$ cat src/rtl/fetch_pkg.sv
// rtl/fetch_pkg.sv - shared state type, constants and helpers for instruction fetch
package fetch_pkg;

  typedef enum logic {
    IDLE = 1'b0,
    RUN  = 1'b1
  } fetch_state_t;

  localparam logic [31:0] WORD_BYTES        = 32'd4;
  localparam logic [31:0] PC_VISIBLE_OFFSET = 32'd8;
  localparam logic [31:0] DEFAULT_RESET_PC  = 32'h0000_0000;

  function automatic logic [31:0] word_align(input logic [31:0] addr);
    return {addr[31:2], 2'b00};
  endfunction

endpackage

$ cat src/rtl/fetch_queue.sv
// rtl/fetch_queue.sv - prefetch FIFO of {instr, pc} entries with flush over push priority
module fetch_queue #(
  parameter int DEPTH = 2,
  localparam int PW = (DEPTH > 1) ? $clog2(DEPTH) : 1,
  localparam int CW = $clog2(DEPTH + 1)
) (
  input  logic          clk,
  input  logic          reset_n,
  input  logic          push,
  input  logic          pop,
  input  logic          flush,
  input  logic [31:0]   push_instr,
  input  logic [31:0]   push_pc,
  output logic [CW-1:0] count,
  output logic          head_valid,
  output logic [31:0]   head_instr,
  output logic [31:0]   head_pc
);

  logic [31:0]   instr_mem [DEPTH];
  logic [31:0]   pc_mem    [DEPTH];
  logic [PW-1:0] head;
  logic [PW-1:0] tail;
  logic          do_push;
  logic          do_pop;

  function automatic logic [PW-1:0] next_ptr(input logic [PW-1:0] ptr);
    return (ptr == PW'(DEPTH - 1)) ? '0 : ptr + 1'b1;
  endfunction

  assign head_valid = (count != '0);
  assign head_instr = instr_mem[head];
  assign head_pc    = pc_mem[head];
  assign do_pop     = pop & head_valid;
  // A pop frees the head slot in the same edge, so a full queue may still accept.
  assign do_push    = push & ((count < CW'(DEPTH)) | do_pop);

  always_ff @(posedge clk or negedge reset_n) begin
    if (!reset_n) begin
      for (int i = 0; i < DEPTH; i++) begin
        instr_mem[i] <= '0;
        pc_mem[i]    <= '0;
      end
      head  <= '0;
      tail  <= '0;
      count <= '0;
    end else if (flush) begin
      head  <= '0;
      tail  <= '0;
      count <= '0;
    end else begin
      if (do_push) begin
        instr_mem[tail] <= push_instr;
        pc_mem[tail]    <= push_pc;
        tail            <= next_ptr(tail);
      end
      if (do_pop) begin
        head <= next_ptr(head);
      end
      if (do_push && !do_pop) begin
        count <= count + 1'b1;
      end else if (do_pop && !do_push) begin
        count <= count - 1'b1;
      end
    end
  end

endmodule

$ cat src/rtl/imem_fetch_ctrl.sv
// rtl/imem_fetch_ctrl.sv - fetch PC sequencer feeding decode from a prefetch queue
module imem_fetch_ctrl
  import fetch_pkg::*;
#(
  parameter int          DEPTH    = 2,
  parameter logic [31:0] RESET_PC = DEFAULT_RESET_PC
) (
  input  logic        clk,
  input  logic        reset_n,
  input  logic        fetch_en,
  output logic [31:0] imem_a,
  input  logic [31:0] imem_rd,
  input  logic        redirect_valid,
  input  logic [31:0] redirect_pc,
  output logic        instr_valid,
  output logic [31:0] instr,
  output logic [31:0] instr_pc,
  output logic [31:0] instr_pc8,
  input  logic        instr_ready
);

  localparam int CW = $clog2(DEPTH + 1);

  fetch_state_t  state;
  logic [31:0]   fetch_pc;
  logic [CW-1:0] count;
  logic          push;
  logic          pop;

  assign imem_a    = fetch_pc;
  assign pop       = instr_valid & instr_ready;
  // Redirect wins over push; the redirect target is fetched on the following edge.
  assign push      = (state == RUN) & fetch_en & ~redirect_valid
                   & ((count < CW'(DEPTH)) | pop);
  assign instr_pc8 = instr_pc + PC_VISIBLE_OFFSET;

  always_ff @(posedge clk or negedge reset_n) begin
    if (!reset_n) begin
      state    <= IDLE;
      fetch_pc <= word_align(RESET_PC);
    end else begin
      case (state)
        IDLE:    if (fetch_en)  state <= RUN;
        RUN:     if (!fetch_en) state <= IDLE;
        default: state <= IDLE;
      endcase
      if (redirect_valid) begin
        fetch_pc <= word_align(redirect_pc);
      end else if (push) begin
        fetch_pc <= fetch_pc + WORD_BYTES;
      end
    end
  end

  fetch_queue #(
    .DEPTH(DEPTH)
  ) u_queue (
    .clk       (clk),
    .reset_n   (reset_n),
    .push      (push),
    .pop       (pop),
    .flush     (redirect_valid),
    .push_instr(imem_rd),
    .push_pc   (fetch_pc),
    .count     (count),
    .head_valid(instr_valid),
    .head_instr(instr),
    .head_pc   (instr_pc)
  );

endmodule

$ cat config.mk
export PLATFORM = sky130hd
export DESIGN_NAME = imem_fetch_ctrl
export DESIGN_NICKNAME = d
export VERILOG_FILES = /design/src/rtl/fetch_pkg.sv /design/src/rtl/fetch_queue.sv /design/src/rtl/imem_fetch_ctrl.sv
export SDC_FILE = /design/constraint.sdc
export NUM_CORES = 1
export LEC_CHECK = 0
export ABC_AREA = 1
export CELL_PAD_IN_SITES_DETAIL_PLACEMENT = 1
export CELL_PAD_IN_SITES_GLOBAL_PLACEMENT = 1
export CORE_UTILIZATION = 36
export CTS_CLUSTER_DIAMETER = 60
export DETAILED_ROUTE_END_ITERATION = 12
export HOLD_SLACK_MARGIN = 0.03
export PLACE_DENSITY = 0.87
export SETUP_SLACK_MARGIN = 0.05
export SKIP_LAST_GASP = 1
export SLEW_MARGIN = 30
export SYNTH_ARGS = -nofsm -noshare
export SYNTH_HDL_FRONTEND = slang
export SYNTH_SLANG_ARGS = --single-unit
$ cat constraint.sdc
create_clock -name clk -period 2.1 [get_ports clk]
set_input_delay 0.42 -clock clk [delete_from_list [all_inputs] [get_ports clk]]
set_output_delay 0.42 -clock clk [all_outputs]
set_load 0.05 [all_outputs]
## After elaboration in Yosys (flattened, before gate mapping)

Index checks and enable logic that the tools add are counted.
W data, S select, Z words.

| cells by class | value |
|---|---|
| add/subtract/negate cells | 6 |
| order comparisons | 4 |
| muxes and demuxes | 22 |
| bitwise logic cells | 11 |
| reductions and logical operators | 11 |

Operator list:

| operator | count |
|---|---|
| $mux W32 | 9 |
| $bwmux W64 | 2 |
| $add A32 B3 Y32 const B | 1 |
| $add A32 B4 Y32 const B | 1 |
| $demux W32 S1 | 1 |
| $reduce_bool A2 Y1 | 4 |
| $mux W1 | 7 |
| $and A1 B1 Y1 | 6 |
| $mux W2 | 3 |
| $ge A2 B2 Y1 const B | 2 |
| $not A1 Y2 | 2 |
| $logic_and A1 B1 Y1 | 3 |
| $reduce_bool A3 Y1 | 1 |
| $add A1 B1 Y1 const B | 2 |
| $add A2 B1 Y2 const B | 1 |
| $logic_not A1 Y1 | 2 |
| $lt A2 B1 Y1 const B | 1 |
| $lt A2 B2 Y1 const B | 1 |
| $or A1 B1 Y1 | 2 |
| $reduce_and A2 Y1 | 1 |
| $sub A2 B1 Y2 const B | 1 |
| $not A1 Y1 | 1 |

| storage, ports and cells | value |
|---|---|
| flip-flop bits (word level) | 165 |
| input port bits | 69 |
| output and inout port bits | 129 |
| word-level logic and storage cells | 63 |

## Logic depth before layout (Yosys ltp)

| depth | value |
|---|---|
| word-level depth | 10 |
| depth in mapped cells | 12 |
| mapped depth without buffers | 11 |

## Cells and area by module

From an unflattened synthesis, not the netlist that was laid out.

| unflattened totals | value |
|---|---|
| cells, all modules | 1233 |
| area, all modules | 9064.9 µm² |

By module, submodules not included:

| module | times used | cells an instance | area each (µm²) | sequential area each (µm²) |
|---|---|---|---|---|
| fetch_queue | 1 | 716 | 5997.0 | 3303.2 |
| imem_fetch_ctrl | 1 | 517 | 3067.9 | 775.7 |

## Worst setup path after synthesis

OpenSTA, ideal clock, no wires.

| path | value |
|---|---|
| path type | register -> output |
| start point | register u_queue.head |
| end point | output port instr_pc8[19] |
| data arrival time | 2564 ps |
| required time | 1680 ps |
| slack | -884 ps |
| cell stages (with the launch flop) | 11 |
| buffers on the path | 1 |
| cells stage by stage | dfrtp_1 > buf_6 > clkinv_4 > nand2_1 > nand2_1 > ha_1 > nand3_1 > inv_2 > nand2_1 > nor2_1 > xor2_1 |

| on the way | value |
|---|---|
| longest elaborated chain between the ends | 5 |

Ends and longest elaborated chain:

| what | RTL line | source |
|---|---|---|
| from (decl) | fetch_queue.sv:22 | `logic [PW-1:0] head;` |
| from (signal assigned) | fetch_queue.sv:58 | `head <= next_ptr(head);` |
| $not A1 Y2 (implied by the code) | fetch_queue.sv:33 | `assign head_pc = pc_mem[head];` |
| $mux W32 (implied by the code) (3 in a row) | fetch_queue.sv:33 |  |
| named net instr_pc[4] | imem_fetch_ctrl.sv:17 | `output logic [31:0] instr_pc,` |
| $add A32 B4 Y32 | imem_fetch_ctrl.sv:35 | `assign instr_pc8 = instr_pc + PC_VISIBLE_OFFSET;` |
| to (decl) | imem_fetch_ctrl.sv:18 | `output logic [31:0] instr_pc8,` |

The timed path passes the listed nets, and every way through them passes these cells. The select of a mux whose other input is x is not followed.

## Worst setup path after layout

| path | value |
|---|---|
| start point | register u_queue.head |
| end point | output port instr_pc8[31] |

| on the way | value |
|---|---|
| longest elaborated chain between the ends | 5 |

Ends and longest elaborated chain:

| what | RTL line |
|---|---|
| $not A1 Y2 (implied by the code) | fetch_queue.sv:33 |
| $mux W32 (implied by the code) (3 in a row) | fetch_queue.sv:33 |
| $add A32 B4 Y32 | imem_fetch_ctrl.sv:35 |

Every way passes these cells. The select of a mux whose other input is x is not followed.

==> key figures <==
STA
  – Clock Skew: roughly 0.011 ns
  – RSZ-0062 raised after global routing: true
  – Final Hold Fails: 0
  – Final Cycle Share: 140%
  – Worst setup margin: -0.838 ns
  – Slew HR: a little under three fifths
  – Least-Margin Pin Slew: between 0.6 and 0.7 ns
  – Minimum clock period: approximately 2.9 ns
  – Max Clk Rate: around 0.34 GHz
  – Max Slew Vio Count: 0
  – # setup viols final: just over 90

Critical path
  – CP arrival: 2.52 ns
  – Critical path class: flip-flop to primary output
  – Max FO, Critical Path: 7
  – Endpoint type of the worst setup path: primary output
  – Startpoint Class: flip-flop
  – Critical path required time: roughly 1.7 ns

Global routing
  – Gr usage total: about a third
  – First-pass GRT wire length: between 60000 and 70000 um
  – Largest net degree at the start of global routing: between 50 and 60
  – Vias in the first global route: approximately 11000
  – Overflow after GRT: 0
  – Initial antenna violation count: 2

Finish
  – Layout cells sized above 1: 34.2%
  – Final instance area: 14500 um2
  – P&R area growth vs syn: 69.5%
  – Finished Core Util: around 62%
  – Nets@finish: approximately 1600

Floorplanning
  – Cell row count: 56
  – Die width: ~160 um
  – Die area: around 24000 um2
  – Die height: roughly 160 um
  – Initial Utilization: between 30 and 40%
  – IO Count: about 200
  – Core footprint: 23400 um2

Detailed routing
  – Residual DRC: 0
  – Drt wl/cell: roughly 24 um
  – Detail Route Antenna Nets: 0
  – First drt pass iteration count: 7
  – Iteration-0 DRC Markers: approximately 830
  – WL final: ~44000 um
  – Detailed-route via count: 10000
  – Via density: 5.53

Power and ir drop
  – Internal power: 9.69 mW
  – Combinational share of power: a little over half
  – Clock power frac: a little under 20%
  – Net Sw Frac: a little under half
  – Peak supply drop: approximately 0.6 mV
  – Total power: roughly 18 mW
  – Share of power burned in registers: between 20% and 30%
  – Leak pwr: approximately 7.1 nW
  – PD cells: 1240 nW/um2
  – Sw power: between 8 and 9 mW

CTS
  – Clock tree root buffer cell: clkbuf_16
  – H-tree Lvls: 4
  – Clock Path Buffers: 2
  – CTS Buf Count: 17
  – Worst-path clk slew: about 0.08 ns
  – TritonCTS clock tree: done
  – Sink Count: 159
  – Worst skew pair latency: 0.45 ns

Synthesis
  – Top cell type by total area after synthesis: dfrtp_1
  – Mapped Area: ~8600 um2
  – Unique masters post-synth: 29
  – YS warnings: 0
  – Most used DFF post-synth: dfrtp_1
  – Synth top area share: a little under half
  – Commonest cells in the netlist: 545 x nand2_1, 159 x dfrtp_1, 137 x o21ai_0
  – Most frequent cell after synthesis: nand2_1
  – Post-synthesis sequential area ratio: a little under half
  – Yosys reg bits: ~160
  – Main area contributors after synthesis: dfrtp_1 46%, nand2_1 24%, o21ai_0 8.0%, inv_1 4.7%, nor2_1 3.8%
  – Post-synth EDFFs: 0
  – Synthesized area per cell: 7.02 um2
  – Async set or reset register ratio after synthesis: 100%
  – Syn Inst Count: ~1200

Place
  – Dpl hpwl: about 23000 um
  – Place WS: -0.350 ns
  – Placed cell areas: approximately 12000 um2
  – Port Buffers: around 190
  – RePlAce Congestion: just over 0.9

Status
  – Failing checks: negative setup slack
  – Outcome: finished, violations left

Flow run
  – Max-cap viol count: 0

Min path
  – Hold WC Path Type: input port to flip-flop
==> routing by layer <==
metal / up-vias / global-route usage [%] / part of all wire [%]
met5: - / 0 / 0.025
met4: 2 / 17.0 / 6.5
met3: 191 / 5.07 / 5.3
met2: 528 / 60.5 / 51
met1: 5034 / 38.7 / 37
li1: 4291 / - / -
==> cell type report <==
| class | instances | area [um2] |
|---|---|---|
| repair inverters | 1 | 8.76 |
| multi-input cells | 904 | 5510 |
| clock inverters | 14 | 204 |
| diodes | 1 | 2.50 |
| clock buffers | 18 | 439 |
| inverters | 110 | 437 |
| fillers | 2684 | 8860 |
| repair buffers | 291 | 3570 |
| well taps | 319 | 399 |
| flip-flops and latches | 159 | 3980 |
==> metrics by stage <==
stage / hold WS [ns] / setup TNS (ns) / instances
6_report: 0.452 / -30.43 / 1817
5_1_grt: 0.456 / -33.28 / 1817
3_3_place_gp: 0.411 / -5.04 / 1759
2_1_floorplan: 0.124 / -2.36 / 1228
3_5_place_dp: 0.407 / -6.32 / 1759
4_1_cts: 0.451 / -33.07 / 1817
==> cell families after synthesis <==
| family | synth area share [%] |
|---|---|
| AND/OR/NAND/NOR | 32.8 |
| buffers and inverters | 8.27 |
| AO/OA/AOI/OAI | 9.77 |
| flip-flops | 46.4 |
| XOR/XNOR | 2.45 |
| adder cells (fa/ha/maj) | 0.291 |
| other | 0.0437 |
==> power groups by stage <==
| stage | Sequential (mW) | Combinational (mW) | Clock, mW |
|---|---|---|---|
| after floorplan | 4.49 | 4.70 | 0 |
| after global placement | 4.38 | 7.55 | 0 |
| after detailed placement | 4.44 | 7.79 | 0 |
| after CTS | 4.49 | 9.06 | 3.45 |
| after global routing | 4.75 | 10.2 | 3.67 |
| final | 4.71 | 9.79 | 3.56 |
==> registers in the layout, indices dropped and copies added, names as in the netlist <==
signal,flops
u_queue.instr_mem,64
u_queue.pc_mem,60
imem_a,30
u_queue.count,2
state,1
u_queue.head,1
u_queue.tail,1
==> placed cells by master, fill, tap and decap left out, types with 2 or more instances in the layout <==
cell	synthesis	layout
a21oi_1	5	5
buf_12	0	48
buf_16	0	2
buf_4	9	69
buf_6	4	49
buf_8	0	44
bufbuf_16	0	2
bufinv_16	0	4
clkbuf_16	0	17
clkdlybuf4s50_1	0	65
clkinv_4	1	2
clkinvlp_4	0	5
conb_1	1	6
dfrtp_1	159	158
dlygate4sd2_1	0	11
inv_1	107	103
inv_2	2	3
inv_6	0	3
inv_8	0	2
nand2_1	545	381
nand2_2	25	90
nand2_4	1	90
nand2_8	0	10
nand3_1	40	32
nand3_2	0	7
nand4_1	2	2
nor2_1	88	53
nor2_2	6	5
nor2_4	1	37
o211ai_1	7	7
o21ai_0	137	136
o21ai_1	10	11
o221ai_1	2	2
xnor2_4	0	5
xor2_1	18	8
xor2_4	0	9
==> timing repair <==
item / CTS / global route
setup buffers: 20 / 10
endpoints found under the hold margin: 46 / 0
gates cloned: 7 / 0
setup endpoints to repair: 103 / 92
hold buffers: 1 / 0
pin swaps: 56 / 31
gates resized for setup: 287 / 115
==> final timing paths <==
check	cells past startpoint	endpoint	slack (ns)	start
setup / recovery	11	instr_pc8[31]	-0.84	u_queue.head
max in group asynchronous	3	u_queue.instr_mem[36]	0.88	reset_n
hold / removal	1	state	0.45	fetch_en
min in group asynchronous	2	u_queue.instr_mem[26]	0.49	reset_n
setup reg to reg	8	imem_a[14]	0.18	imem_a[3]
hold reg to reg	2	u_queue.pc_mem[30]	0.50	u_queue.pc_mem[30]
==> critical path, stage by stage (launching register included) <==
cell     delay [ns]
dfrtp_4        0.56
buf_6          0.18
nand2_4        0.07
nand2_8        0.10
ha_4           0.17
nand3_4        0.12
buf_4          0.19
nor2_4         0.21
nand2_2        0.08
nand2_2        0.13
nand2_4        0.08
buf_12         0.15
Note: power is estimated with default switching activity, not from simulation.
